===== config.mk =====
export PLATFORM = sky130hd
export DESIGN_NAME = memory_bus_arbiter
export DESIGN_NICKNAME = d
export VERILOG_FILES = /design/src/rtl/micro86_pkg.sv /design/src/rtl/memory_bus_arbiter.sv
export SDC_FILE = /design/constraint.sdc
export NUM_CORES = 1
export LEC_CHECK = 0
export ABC_AREA = 1
export BUFFER_PORTS_ARGS = -buffer_cell sky130_fd_sc_hd__clkbuf_2
export CORE_MARGIN = 2
export CORE_UTILIZATION = 27
export DETAILED_ROUTE_END_ITERATION = 8
export MAX_ROUTING_LAYER = met4
export PLACE_DENSITY = 0.61
export SKIP_CTS_REPAIR_TIMING = 1
export SLEW_MARGIN = 20
export SYNTH_ARGS = -nofsm -noshare
export SYNTH_HDL_FRONTEND = slang
export SYNTH_SLANG_ARGS = --single-unit

===== constraint.sdc =====
create_clock -name clk -period 1.4 [get_ports clk]
set_input_delay 0.21 -clock clk [delete_from_list [all_inputs] [get_ports clk]]
set_output_delay 0.21 -clock clk [all_outputs]
set_load 0.01 [all_outputs]

===== src/rtl/micro86_pkg.sv =====
// Shared definitions for the micro86 memory-bus arbiter: FSM state codes,
// master indices and the round-robin tie-break helper.
package micro86_pkg;

  localparam logic [1:0] ARB_IDLE   = 2'd0;
  localparam logic [1:0] ARB_ACCESS = 2'd1;
  localparam logic [1:0] ARB_DONE   = 2'd2;

  localparam logic MASTER_CPU = 1'b0;
  localparam logic MASTER_DMA = 1'b1;

  typedef struct packed {
    logic        we;
    logic [15:0] address;
    logic [7:0]  wdata;
  } bus_req_t;

  // A lone requester always wins; on a tie the master that did not own the last access wins.
  function automatic logic pick_master(input logic req0, input logic req1, input logic last);
    logic sel;
    sel = MASTER_CPU;
    if (req0 && req1) sel = ~last;
    else if (req1)    sel = MASTER_DMA;
    return sel;
  endfunction

endpackage


===== src/rtl/memory_bus_arbiter.sv =====
// Two-master round-robin arbiter in front of memory_bus: registers the winning
// request, holds it on the bus for WAIT_CYCLES+1 cycles, then acks for one cycle.
module memory_bus_arbiter
  import micro86_pkg::*;
#(
  parameter int WAIT_CYCLES = 1
) (
  input  logic        clk,
  input  logic        reset,
  input  logic        m0_req,
  input  logic        m0_we,
  input  logic [15:0] m0_address,
  input  logic [7:0]  m0_wdata,
  output logic        m0_ack,
  output logic [7:0]  m0_rdata,
  input  logic        m1_req,
  input  logic        m1_we,
  input  logic [15:0] m1_address,
  input  logic [7:0]  m1_wdata,
  output logic        m1_ack,
  output logic [7:0]  m1_rdata,
  output logic [15:0] bus_address,
  output logic [7:0]  bus_data_in,
  input  logic [7:0]  bus_data_out,
  output logic        bus_enable,
  output logic        bus_write,
  output logic        busy,
  output logic        grant
);

  localparam logic [3:0] WAIT_INIT = 4'(WAIT_CYCLES);

  logic [1:0] state;
  logic       last_grant;
  logic [3:0] wait_cnt;
  logic       first_cycle;
  logic       access_we;
  logic       winner;
  bus_req_t   win_req;

  always_comb begin
    winner  = pick_master(m0_req, m1_req, last_grant);
    win_req = (winner == MASTER_DMA) ? '{m1_we, m1_address, m1_wdata}
                                     : '{m0_we, m0_address, m0_wdata};
  end

  always_ff @(posedge clk) begin
    if (reset) begin
      state       <= ARB_IDLE;
      last_grant  <= MASTER_DMA;
      grant       <= MASTER_CPU;
      wait_cnt    <= '0;
      first_cycle <= 1'b0;
      access_we   <= 1'b0;
      bus_address <= '0;
      bus_data_in <= '0;
      m0_rdata    <= '0;
      m1_rdata    <= '0;
    end else begin
      case (state)
        ARB_IDLE: begin
          if (m0_req || m1_req) begin
            grant       <= winner;
            bus_address <= win_req.address;
            bus_data_in <= win_req.wdata;
            access_we   <= win_req.we;
            wait_cnt    <= WAIT_INIT;
            first_cycle <= 1'b1;
            state       <= ARB_ACCESS;
          end
        end
        ARB_ACCESS: begin
          first_cycle <= 1'b0;
          if (wait_cnt == 4'd0) begin
            // Writes leave the granted master's rdata untouched.
            if (!access_we) begin
              if (grant == MASTER_DMA) m1_rdata <= bus_data_out;
              else                     m0_rdata <= bus_data_out;
            end
            state <= ARB_DONE;
          end else begin
            wait_cnt <= wait_cnt - 4'd1;
          end
        end
        ARB_DONE: begin
          last_grant <= grant;
          state      <= ARB_IDLE;
        end
        default: state <= ARB_IDLE;
      endcase
    end
  end

  // Write strobe only in the first ACCESS cycle so peripherals never see a double write.
  always_comb begin
    busy       = (state != ARB_IDLE);
    bus_enable = (state == ARB_ACCESS);
    bus_write  = (state == ARB_ACCESS) && first_cycle && access_we;
    m0_ack     = (state == ARB_DONE) && (grant == MASTER_CPU);
    m1_ack     = (state == ARB_DONE) && (grant == MASTER_DMA);
  end

endmodule


# After elaboration in Yosys (flattened, before gate mapping)
# Cells that the tools add are included.
# classes
add_sub_neg,1
eq_ne,5
mux,11
bitwise_logic,3
n_reduce_logical,16
# ops
op,count
25-bit 2-to-1 mux,1
4-bit 2-to-1 mux,2
4-bit one-hot mux with 2 select lines,1
4-bit AND reduction,2
2-bit AND reduction,3
1-bit logical AND,5
4-bit logical NOT,1
2-bit 2-to-1 mux,2
"2-bit inequality test, second input constant",2
2-bit one-hot mux with 2 select lines,1
2-bit nonzero test,2
"4-bit by 1-bit subtractor with 4-bit output, second input constant",1
1-bit 2-to-1 mux,3
1-bit inverter,3
3-bit AND reduction,1
"2-bit by 1-bit equality test with 1-bit output, second input constant",1
"2-bit equality test, second input constant",1
2-bit logical NOT,1
"2-bit by 1-bit inequality test with 1-bit output, second input constant",1
1-bit one-hot mux with 2 select lines,1
1-bit logical OR,1
# totals
register_bits,50
out_inout_bits,46
word_cells,46

# Logic depth before layout (Yosys ltp)
# Gate-level depths: netlist of run 1.
# logic_depth
word_depth,3
mapped_depth,8
mapped_depth_nobuf,8

# Least setup slack after synthesis of run 1
# No wires, ideal clock.
# synth_timing
path_type,register to register
startpoint,register wait_cnt[0]
endpoint,register wait_cnt[3]
setup_time_ns,0.115
arrival_time_ns,1.092
required_time_ns,1.285
slack_ns,0.193
stages_incl_launch_ff,8
n_path_buf,0
cell_sequence,dfxtp_1 inv_1 ha_1 nand2_1 nand2_2 nand2_2 a21oi_1 nor2_1
# synth_via
elab_chain_len,3
# synth_lines
element,line_no,source
from (decl),memory_bus_arbiter.sv:35,logic [3:0] wait_cnt;
from (signal assigned),memory_bus_arbiter.sv:82,wait_cnt <= wait_cnt - 4'd1;
4-bit by 1-bit subtractor with 4-bit output or 4-bit logical NOT (tied branches),"memory_bus_arbiter.sv:82, memory_bus_arbiter.sv:74",
4-bit 2-to-1 mux or 2-bit inequality test (tied branches),n/a,
4-bit one-hot mux with 2 select lines or 3-bit AND reduction (tied branches),n/a,
# Several ways; a longest one is shown, not always the timed one. The select of a mux whose other input is x is not followed.
# A chain may end at the register's enable or synchronous reset.

# Final worst setup path of run 1
# layout_timing
startpoint,register state[0]
endpoint,output port bus_write
# layout_via
elab_chain_len,3
# layout_lines
element,line_no,source
from (decl),memory_bus_arbiter.sv:33,logic [1:0] state;
from (signal assigned),memory_bus_arbiter.sv:49,state <= ARB_IDLE;
from (signal assigned),memory_bus_arbiter.sv:69,state <= ARB_ACCESS;
from (signal assigned),memory_bus_arbiter.sv:80,state <= ARB_DONE;
2-bit by 1-bit equality test with 1-bit output,memory_bus_arbiter.sv:98,bus_write = (state == ARB_ACCESS) && first_cycle && access_we;
1-bit logical AND (2 in series),memory_bus_arbiter.sv:98,
to (decl),memory_bus_arbiter.sv:26,"output logic bus_write,"
# No other way between the ends.

==> impl_results.md, run 1 <==
* Vias in the first global route at between 1.5k and 2k
* Chip Width at just over 90 um
* Drt via density at 4.46
* Fin crit period at approximately 1.3 ns
* Synth area leaders: dfxtp_1 (47%), o21ai_1 (9.9%), nor2_1 (7.3%)
* Commonest non-fill, non-tap cells in the layout: clkbuf_2 (107), dfxtp_1 (47), o21ai_1 (42)
* First-pass GRT wire length at around 9.0 mm
* Initial cell density of the core at between 20 and 30%
* Skew final at 0.00473 ns
* Die area at around 8600 sq um
* Post-synth top area share at between 40% and 50%
* Post-DP HPWL at between 4 and 5 mm
* Max incr delay on CP at around 0.35 ns
* Clock Tree Buf Depth at 2
* Fraction of layout cells with a size suffix above 1 at 40.6%
* Max VDD drop at about 350 uV
* DR iter-0 viols at 88
* Relative slew slack at 81.5%
* CP Capture Type: output pin
* Unique masters post-synth at 29
* Post-DP Area at around 2800 sq um
* Pin count of the biggest net entering global routing at 27
* CP required at 1.19 ns
* Crit path launch: state[0]
* CP bufs+invs at 3
* Leakage Power at approximately 1.4 nW
* Routed len/inst at about 12 um
* N_diodes at 0
* Hold/Removal Path Class: input port to flop
* CTS H-tree depth at 2
* Worst EP arrival at between 1 and 1.5 ns
* Synthesis Warnings at 0
* Ports at 108
* Initial antenna violation count at 0
* Core Util, Final at 38.1%
* Number of remaining DRC errors at 0
* Clock Latency Late Sink at roughly 0.30 ns
* Setup violators final at 0
* Sequential area share after synthesis at 47.2%
* CTS tree: yes
* Largest delay share family, worst path: flip-flops
* Area delta synth->final at 37.5%
* Syn Area/Cell at around 8 sq um
* Clk Tree Root Cell: clkbuf_8
* Max-slew violation count at 0
* Syn_nets at about 330
* # clock sinks at 50
* Number of max-cap violations at 0
* #FFs+latches synth at 50
* Clock-pin slew on the worst setup and hold paths at 0.09 ns
* Cell Pwr Density at between 1000 and 1500 nW/um^2
* Crit start category: flop
* FF-to-FF Start: wait_cnt[0]
* Via count at roughly 2.1k
* Die H at 92.6 um
* Final nets at 440
* Outcome: complete, no violations
* Synth Instances at around 260
* Kind of critical path: flop to output pin
* TritonCTS Buffers at 5
* Initial DRT Pass Iterations at 4
* Antenna viol nets, final at 0
* Fin Setup TNS at 0 ns
* Maximum net fanout on the critical path at 4
* DRT Wirelength at 5.54 mm
* Gr usage total at a little over an eighth
* Critical path cell sequence: inv_2, nor2_4, inv_1, nor2_1, clkbuf_2
* PortBufs at between 100 and 150
* GP Congestion at approximately 0.74
* Fin. Hold Viols at 0
* Total gr overflow at 0
* Core area at 7650 sq um
* Worst Max-Slew Pin Slew at approximately 0.28 ns
* HP Start: m0_wdata[7]
* Mapped Area at 2120 sq um
* Area leader, netlist: dfxtp_1
* Post-layout instance area at 2920 sq um
* # rows at 32
* Most common cell after layout, fill and taps aside: clkbuf_2
* Final period util at 95.8%
* Crit-path slowest cell: dfxtp_2
* Fmax achieved at around 750 MHz
## path summary, 6_finish.rpt
kind                          end  slack [ns]  cells after the start
setup / recovery        bus_write        0.06                      5
hold reg to reg   bus_address[12]        0.46                      2
hold / removal     bus_data_in[7]        0.14                      3
setup reg to reg      wait_cnt[2]        0.14                      7
## synth_stat cells
master / number
nand2_2: 5
o21ai_2: 1
inv_2: 3
nor2_2: 2
a21oi_1: 6
inv_4: 1
o22ai_1: 1
clkbuf_2: 1
inv_1: 7
nor2_4: 2
buf_2: 3
clkbuf_1: 1
buf_6: 4
buf_4: 1
ha_1: 2
nand2_1: 37
nor2_1: 41
or2_0: 1
o21ai_0: 13
o211ai_1: 7
or2_2: 6
o21ai_1: 42
nand2_4: 1
nand3_1: 3
dfxtp_1: 50
nor2_8: 2
nand3_4: 2
nor3_1: 18
or2_1: 1
## registers in the layout (all words and copies together), names as in the netlist
| signal | cells |
|---|---|
| m0_rdata | 8 |
| first_cycle | 1 |
| last_grant | 1 |
| wait_cnt | 4 |
| bus_data_in | 8 |
| grant | 1 |
| bus_address | 16 |
| access_we | 1 |
| m1_rdata | 8 |
| state | 2 |
## through the flow
step / instances / hold WS [ns] / setup slack, ns / power, mW
finish: 479 / 0.143 / 0.0588 / 3.67
global route: 479 / 0.137 / -0.0124 / 3.91
CTS: 476 / 0.135 / -0.0485 / 3.70
detailed placement: 468 / 0.445 / 0.0868 / 2.73
global placement: 468 / 0.441 / 0.129 / 2.71
floorplan: 264 / 0.279 / 0.193 / 2.36
## power breakdown
group | total [mW] | internal (mW) | switching [mW]
clock | 0.957 | 0.499 | 0.457
combinational | 0.997 | 0.405 | 0.592
sequential | 1.72 | 1.61 | 0.110
total | 3.67 | 2.51 | 1.16
## routing by layer
| metal | routed length, um | vias to the layer above | global-route usage [%] |
|---|---|---|---|
| li1 | - | 1110 | - |
| met1 | 2590 | 946 | 17.6 |
| met2 | 2480 | 72 | 20.5 |
| met3 | 413 | 6 | 3.91 |
| met4 | 50 | 0 | 3.73 |
| met5 | 0 | - | - |
## layout make-up
type	instances	area (sq um)
repair buffers	115	621
fillers	818	4730
well taps	102	128
inverters	11	43.8
clock buffers	8	110
multi-input cells	193	1010
flip-flops and latches	50	1000
## cells by family after synthesis
kind of cell             share of synthesized area (%)
AND/OR/NAND/NOR                                   28.3
flip-flops                                        47.2
adder cells (fa/ha/maj)                           1.18
AO/OA/AOI/OAI                                     17.6
buffers and inverters                             5.67
## worst register-to-register path: stages (launching register included)
cell,delay [ns]
dfxtp_1,0.32
inv_1,0.11
ha_2,0.26
nand2_1,0.10
nand2_2,0.11
nand2_2,0.08
a21oi_1,0.14
nor2_1,0.05
(Power assumes the default switching activity.)
==> run 2: changes to the inputs <==
--- a/config.mk
+++ b/config.mk
@@ -7,11 +7,13 @@
 export LEC_CHECK = 0
 export ABC_AREA = 1
 export BUFFER_PORTS_ARGS = -buffer_cell sky130_fd_sc_hd__clkbuf_2
+export CELL_PAD_IN_SITES_DETAIL_PLACEMENT = 0
+export CELL_PAD_IN_SITES_GLOBAL_PLACEMENT = 2
 export CORE_MARGIN = 2
-export CORE_UTILIZATION = 27
+export CORE_UTILIZATION = 24
 export DETAILED_ROUTE_END_ITERATION = 8
 export MAX_ROUTING_LAYER = met4
-export PLACE_DENSITY = 0.61
+export PLACE_DENSITY = 0.88
 export SKIP_CTS_REPAIR_TIMING = 1
 export SLEW_MARGIN = 20
 export SYNTH_ARGS = -nofsm -noshare
==> impl_results.md, run 2 (synthesis results as in run 1) <==
* Outcome: complete, no violations
* Pin count of the biggest net entering global routing at 27 (unchanged)
* Worst EP arrival at 1.15 ns (+0.02 ns)
* Register bank with the most flops: bus_address
* Power share of the combinational group at 28.2% (+1.0 points)
* Fmax achieved at 736 MHz (-1.3%)
* Fraction of layout cells with a size suffix above 1 at 40.1% (-0.48 points)
* Routed len/inst at 12.7 um (+9.7%)
* Clk Tree Root Cell: clkbuf_8
* Ports at 108 (unchanged)
* Maximum net fanout on the critical path at 3 (-1)
* # clock sinks at 50 (unchanged)
* Fin. Hold Viols at 0 (unchanged)
* Total gr overflow at 0 (unchanged)
* Gr usage total at 13.3% (-0.23 points)
* CTS H-tree depth at 2 (unchanged)
* Initial antenna violation count at 0 (unchanged)
* Psw at 1.25 mW (+7.6%)
* Relative slew slack at 81.3% (-0.18 points)
* Clock Tree Buf Depth at 2 (unchanged)
* Core area at 8640 sq um (+13%)
* Kind of critical path: flop to output pin
* # rows at 34 (+6.3%)
* Clock Latency Late Sink at 0.31 ns (about the same)
* Hold path depth at 3 (unchanged)
* Max-slew violation count at 0 (unchanged)
* Commonest non-fill, non-tap cells in the layout: clkbuf_2 (106), dfxtp_1 (47), o21ai_1 (42)
* Power Total at 3.61 mW (-1.7%)
* Area delta synth->final at 36.3%
* Cell Pwr Density at 1250 nW/um^2 (-0.81%)
* CP required at 1.19 ns (about the same)
* Fin crit period at 1.36 ns (+0.0179 ns)
* Sw Ratio at 34.6% (+3.0 points)
* Drt via density at 4.45 (about the same)
* PortBufs at 107 (unchanged)
* Hold/Removal Path Class: input port to flop
* Fill cells at 942 (+15%)
* Antenna viol nets, final at 0 (unchanged)
* First-pass GRT wire length at 10.2 mm (+12%)
* Skew final at 0.0142 ns (+0.00945 ns)
* Sequential share of power at 47.6% (+0.8 points)
* N_diodes at 0 (unchanged)
* Met3 WL post-DR at 402 um (-2.7%)
* Vias in the first global route at 2,125 (+11%)
* Reg2Reg Depth at 6 (-1)
* Die area at 9600 sq um (+12%)
* Clock power share at 24.2% (-1.9 points)
* CTS tree: yes
* Leakage Power at 1.37 nW (-1.9%)
* Crit start category: flop
* Chip Width at 98.0 um (+5.8%)
* Initial DRT Pass Iterations at 4 (unchanged)
* DRT Wirelength at 6.11 mm (+10%)
* Number of remaining DRC errors at 0 (unchanged)
* Max Used Layer: met4
* TritonCTS Buffers at 5 (unchanged)
* Internal Power at 2.36 mW (-6.0%)
* GP Congestion at 0.788 (+5.9%)
* Met1 wire length at 2.94 mm (+14%)
* Final period util at 97.1% (+1.3 points)
* Most common cell after layout, fill and taps aside: clkbuf_2
* DR WL met2 at 2.65 mm (+6.7%)
* Die H at 98.0 um (+5.8%)
* Via count at 2,146 (+0.56%)
* Max VDD drop at 439 uV (+24%)
* Post-DP HPWL at 4.59 mm (+6.6%)
* Max FFs per register at 16 (unchanged)
* Clock-pin slew on the worst setup and hold paths at 0.10 ns (about the same)
* Initial cell density of the core at 24.5% (-3.2 points)
* DR iter-0 viols at 84 (-4.5%)
* Setup violators final at 0 (unchanged)
* Number of max-cap violations at 0 (unchanged)
* Core Util, Final at 33.5% (-4.7 points)
* CP Capture Type: output pin
* Worst Max-Slew Pin Slew at 0.280 ns (+0.00262 ns)
* Final nets at 437 (-0.68%)
## run 2: cell types whose count changed in the layout (fill, tap and decap cells not counted), sizes merged
| cell | before | now |
|---|---|---|
| buf | 8 | 6 |
| inv | 11 | 12 |
| clkinv | 0 | 2 |
| clkbuf | 115 | 111 |
## run 2: per-layer routing
layer | global-route usage, % | up-vias
met1 | 17.0 | 944
met2 | 20.8 | 92
li1 | - | 1101
met4 | 3.42 | 0
met5 | - | -
met3 | 3.65 | 9
## run 2: stage by stage
step	hold slack, ns	setup WS, ns	cells	instance area [sq um]	TNS, ns
6_report	0.144	0.0409	482	2890	0
5_1_grt	0.136	-0.00267	482	2890	-0.00267
4_1_cts	0.143	-0.0867	480	2840	-0.122
3_5_place_dp	0.445	0.0696	472	2750	0
3_3_place_gp	0.439	0.101	472	2750	0
2_1_floorplan	0.279	0.193	264	2120	0
## run 2: final timing paths
path	startpoint	to	slack, ns
min reg2reg	bus_address[15]	bus_address[15]	0.45
min	m1_address[1]	bus_address[1]	0.14
max	state[0]	bus_write	0.04
max reg2reg	state[0]	bus_data_in[2]	0.14
## run 2: layout make-up
class	count	area [sq um]	area share, %
multi-input cells	193	1030	35.6
flip-flops and latches	50	1000	34.8
repair buffers	112	586	20.3
well taps	108	135	4.68
clock buffers	5	68.8	2.38
inverters	11	46.3	1.60
clock inverters	3	18.8	0.650
## run 2: critical path, stage by stage, from the launching register on
cell     delay (ns)
dfxtp_2        0.36
inv_2          0.05
nor2_4         0.12
inv_1          0.07
nor2_1         0.10
buf_2          0.14
## run 2: power by group through the flow
stage / logic, mW / registers (mW) / clock network (mW)
CTS: 0.983 / 1.71 / 0.909
global placement: 0.972 / 1.74 / 0
global route: 1.14 / 1.74 / 0.961
floorplan: 0.561 / 1.80 / 0
detailed placement: 0.981 / 1.74 / 0
finish: 1.02 / 1.72 / 0.874
